`src/rtl/uart_rx.sv`:
```
// uart_rx: 8N1 UART receiver with 16x-oversampling baud generator, 2-FF synchroniser and error strobes
// Ports: clk, reset (sync, active-high), rx (async serial line, idles high),
//   dout (last good byte), rx_done_tick / frame_err (one-cycle strobes),
//   s_tick (oversample tick, one clk wide), parity_err (strobe, only with UART_RX_PARITY_EN).
// Optional: define UART_RX_PARITY_EN to add an even-parity bit between data and stop.
module uart_rx #(
  parameter int DBIT = 8,
  parameter int SB_TICK = 16,
  parameter int BAUD_DIV = 326
) (
  input  logic            clk,
  input  logic            reset,
  input  logic            rx,
  output logic [DBIT-1:0] dout,
  output logic            rx_done_tick,
  output logic            frame_err,
`ifdef UART_RX_PARITY_EN
  output logic            parity_err,
`endif
  output logic            s_tick
);
  localparam int BW = $clog2(BAUD_DIV);
  localparam int NW = $clog2(DBIT);
`ifdef UART_RX_PARITY_EN
  typedef enum logic [2:0] {IDLE, START, DATA, PARITY, STOP} state_t;
`else
  typedef enum logic [2:0] {IDLE, START, DATA, STOP} state_t;
`endif
  state_t state_q, state_d;
  logic [BW-1:0] baud_q;
  logic tick, rx_m_q, rx_s_q, par_bad;
  logic [3:0] s_cnt_q, s_cnt_d;
  logic [NW-1:0] n_cnt_q, n_cnt_d;
  logic [DBIT-1:0] b_q, b_d, dout_q, dout_d;
  logic done_q, done_d, ferr_q, ferr_d;
`ifdef UART_RX_PARITY_EN
  logic par_q, par_d, perr_q, perr_d;
  assign par_bad = ^{b_q, par_q};
`else
  assign par_bad = 1'b0;
`endif
  assign tick = baud_q == BW'(BAUD_DIV - 1);
  always_ff @(posedge clk) begin
    if (reset) begin
      baud_q <= '0;
      rx_m_q <= 1'b1;
      rx_s_q <= 1'b1;
    end else begin
      baud_q <= tick ? '0 : baud_q + BW'(1);
      rx_m_q <= rx;
      rx_s_q <= rx_m_q;
    end
  end
  always_ff @(posedge clk) begin
    if (reset) begin
      state_q <= IDLE;
      s_cnt_q <= '0;
      n_cnt_q <= '0;
      b_q     <= '0;
      dout_q  <= '0;
      done_q  <= 1'b0;
      ferr_q  <= 1'b0;
`ifdef UART_RX_PARITY_EN
      par_q   <= 1'b0;
      perr_q  <= 1'b0;
`endif
    end else begin
      state_q <= state_d;
      s_cnt_q <= s_cnt_d;
      n_cnt_q <= n_cnt_d;
      b_q     <= b_d;
      dout_q  <= dout_d;
      done_q  <= done_d;
      ferr_q  <= ferr_d;
`ifdef UART_RX_PARITY_EN
      par_q   <= par_d;
      perr_q  <= perr_d;
`endif
    end
  end
  always_comb begin
    state_d = state_q;
    s_cnt_d = s_cnt_q;
    n_cnt_d = n_cnt_q;
    b_d     = b_q;
    dout_d  = dout_q;
    done_d  = 1'b0;
    ferr_d  = 1'b0;
`ifdef UART_RX_PARITY_EN
    par_d   = par_q;
    perr_d  = 1'b0;
`endif
    case (state_q)
      IDLE: if (!rx_s_q) begin
        state_d = START;
        s_cnt_d = '0;
      end
      START: if (tick) begin
        if (s_cnt_q == 4'd7) begin
          state_d = rx_s_q ? IDLE : DATA;
          s_cnt_d = '0;
          n_cnt_d = '0;
        end else s_cnt_d = s_cnt_q + 4'd1;
      end
      DATA: if (tick) begin
        if (s_cnt_q == 4'd15) begin
          b_d     = {rx_s_q, b_q[DBIT-1:1]};
          s_cnt_d = '0;
          n_cnt_d = n_cnt_q + NW'(1);
`ifdef UART_RX_PARITY_EN
          if (n_cnt_q == NW'(DBIT - 1)) state_d = PARITY;
`else
          if (n_cnt_q == NW'(DBIT - 1)) state_d = STOP;
`endif
        end else s_cnt_d = s_cnt_q + 4'd1;
      end
`ifdef UART_RX_PARITY_EN
      PARITY: if (tick) begin
        if (s_cnt_q == 4'd15) begin
          par_d   = rx_s_q;
          s_cnt_d = '0;
          state_d = STOP;
        end else s_cnt_d = s_cnt_q + 4'd1;
      end
`endif
      STOP: if (tick) begin
        if (s_cnt_q == 4'(SB_TICK - 1)) begin
          state_d = IDLE;
          s_cnt_d = '0;
          done_d  = rx_s_q & ~par_bad;
          ferr_d  = ~rx_s_q;
          dout_d  = (rx_s_q & ~par_bad) ? b_q : dout_q;
`ifdef UART_RX_PARITY_EN
          perr_d  = rx_s_q & par_bad;
`endif
        end else s_cnt_d = s_cnt_q + 4'd1;
      end
      default: state_d = IDLE;
    endcase
  end
  always_comb begin
    dout         = dout_q;
    rx_done_tick = done_q;
    frame_err    = ferr_q;
    s_tick       = tick;
`ifdef UART_RX_PARITY_EN
    parity_err   = perr_q;
`endif
  end
endmodule
```
`config.mk`:
```
export PLATFORM = sky130hd
export DESIGN_NAME = uart_rx
export DESIGN_NICKNAME = d
export VERILOG_FILES = /design/src/rtl/uart_rx.sv
export SDC_FILE = /design/constraint.sdc
export NUM_CORES = 1
export LEC_CHECK = 0
export ABC_AREA = 1
export BUFFER_PORTS_ARGS = -buffer_cell sky130_fd_sc_hd__buf_2
export CORE_MARGIN = 2
export CORE_UTILIZATION = 53
export CTS_BUF_LIST = sky130_fd_sc_hd__clkbuf_4
export DETAILED_ROUTE_END_ITERATION = 16
export PLACE_DENSITY_LB_ADDON = 0.05
export SYNTH_ARGS = -nofsm -noshare
export SYNTH_HDL_FRONTEND = slang
export SYNTH_SLANG_ARGS = --single-unit
```
`constraint.sdc`:
```
create_clock -name clk -period 3.7 [get_ports clk]
set_input_delay 0.555 -clock clk [delete_from_list [all_inputs] [get_ports clk]]
set_output_delay 0.555 -clock clk [all_outputs]
set_load 0.03 [all_outputs]
```
==> out/results.ini <==
[sta]
fin_skew_ns = 0.00509
final_hold_viol_count = 0
setup_tns_ns = 0
period_share = 0.545
finalWorstSetupSlack_ns = 1.68
slew_viol_final = 0
setup_viol = 0
worst_pin_slew_ns = 0.628
relSlewSlack = 0.581
period_needed_ns = 2.02
fmaxAchievable_ghz = 0.496
rsz0062_at_grt = no

[power_and_ir_drop]
powerDensity_nw_per_um2 = 355
p_clk_frac = 0.295
seqPwrFrac = 0.650
vdd.ir_drop.worst_v = 0.000248
intPower_mw = 0.491
switchingPower_mw = 0.155
p_leak_nw = 0.863
swShare = 0.240
comb_power_share = 0.055

[route]
antenna_left = 0
wirelength_um = 2730
drc = 0
wire_per_inst_um = 9.37
dr_total_vias = 1354
via_per_inst = 4.65
first_pass_iters = 4
drt_iter0_markers = 61

[floorplan]
start_util = 0.554
die_area_um2 = 3630
rows = 20
core_um2 = 3030
num_io_pins = 14
dieWidth_um = 60.2
fp.dieH_um = 60.2

[placement]
gp_congestion = 0.795
dp_slack_ns = 1.85
dp_hpwl_um = 2000
io_buffer_count = 13

[synth]
syn_area_um2 = 1680
synth_top_area_frac = 0.454
seq_area_frac_synth = 0.454
synth-edff-count = 0
synthTopCellsByCount = nor2_1, nand2_1, dfxtp_1, inv_1, nand3_1
yosys.area.top_type = dfxtp_1
synth_cells = 231
synth_area_per_cell_um2 = 7.26
ys_ff_latch = 38
ys.flop_type = dfxtp_1
synthArstFlopShare = 0
synth_most_common_cell = nor2_1
synth.area.top_cells = dfxtp_1, nor2_1, nand2_1, inv_1, nand3_1
synth_nets = 239
yosysWarnings = 0
ys_types = 25

[worst_setup_path]
crit_fanout = 4
path_class = register to primary output
end_kind = primary output
start_kind = register
r2r-start = s_cnt_q[0]
rr_endpoint = dout[2]
worst-r2r-setup-slack_ns = 2.15
critPathLaunch = baud_q[0]
required_ns = 3.14
worstPathArrival_ns = 1.46
r2r_cells = 9
endpoint = s_tick

[global_route]
grt_start_max_net_pins = 24
grt_pass1_wl_um = 4800
first_global_vias = 1166
gr-usage-met2 = 0.283
grt_busiest_layer = met2
antenna_found_initial = 0
track_usage = 0.180
grt_overflow = 0
met3_usage = 0.0649
gr-usage-met1 = 0.217

[clocking]
post_cts_buffers = 0
cts_max_path_buffers = 2
cts_sinks = 38
htree_levels = 2
cts.reportedPaths.clkPinSlew_ns = 0.10
postCtsHoldBufs = 0
cts_tree = done
clkLatencyLatePin_ns = 0.34
cts-root-buf = clkbuf_4
ctsResizeCount = 0
cts-buffers-inserted = 5

[finish]
fin_nets = 256
drive_above_1_share = 0.142
syn_to_final_growth_pct = 8.43
n_fill_cell = 298
antenna_cells = 0
post-route-util = 0.600

[status]
status = completed

[worst_hold_path]
hold_path_class = input pin to register
hold_start = rx

[flow_run]
maxCapViolations = 0

-- cell type report --
cell class,instances,area [µm²],share of cell area
multi-input combinational,163,793,0.436
clock inverter,1,3.75,0.00206
inverter,27,103,0.0564
timing repair buffer,13,65.1,0.0358
sequential,38,761,0.418
tap,44,55.1,0.0303
clock buffer,5,37.5,0.0206
-- cells in the final DEF, fill, tap and decap left out, drive strengths merged, types with 3 or more instances in the layout --
master	instances
nor2	60
nand2	50
dfxtp	38
inv	26
nand3	16
buf	13
o21ai	10
a21oi	9
ha	5
clkbuf	5
xor2	4
nor3	3
or2	3
-- state kept, by name, summed over array words and instances (netlist names) --
signal and flops:
b_q 8, baud_q 9, dout 8, frame_err 1, n_cnt_q 3, rx_done_tick 1
rx_m_q 1, rx_s_q 1, s_cnt_q 4, state_q 2
-- how the worst min path moves through the flow --
stage | end | slack [ns] | cells after the start
2_1_floorplan | rx_s_q | 0.39 | 1
3_3_place_gp | rx_s_q | 0.40 | 1
3_5_place_dp | rx_s_q | 0.40 | 1
4_1_cts | rx_m_q | 0.39 | 2
5_1_grt | rx_m_q | 0.38 | 2
6_report | rx_m_q | 0.40 | 2
-- metal layers --
layer  up-vias  routed length (µm)
met1       581                1310
met4         0                  59
met5         -                   0
met2        23                1230
met3         6                 134
li1        744                   -
-- power by group through the flow --
stage          logic [mW]  registers [mW]  clock network, mW
2_1_floorplan      0.0285           0.428                  0
3_3_place_gp       0.0354           0.429                  0
3_5_place_dp       0.0358           0.429                  0
4_1_cts            0.0359           0.419              0.197
5_1_grt            0.0419           0.421              0.220
6_report           0.0358           0.419              0.190
-- stage by stage --
stage               cell area [µm²]  power, mW  hold WS (ns)  std cells
floorplan                      1680      0.456         0.389        231
global route                   1820      0.682         0.379        291
finish                         1820      0.645         0.395        291
detailed placement             1780      0.464         0.397        285
global placement               1780      0.464         0.399        285
CTS                            1820      0.652         0.388        291
-- logic make-up (layout without fill, tap and decap cells) --
group           count (synthesis)  in the layout  share of synthesized area
compound gates                 19             19                     0.0567
xor+xnor                        5              5                     0.0261
fa+ha+maj                       5              5                     0.0373
buf+inv                        30             46                     0.0731
flops                          38             38                      0.454
simple gates                  134            134                      0.353
-- worst max-delay path, cell delays in order, from the launching register on --
cell	delay, ns
dfxtp_1	0.39
ha_1	0.16
nand2_1	0.06
nor2_2	0.15
nand2_2	0.08
clkinv_2	0.09
buf_2	0.20
Power figures use the tool's default switching activity.
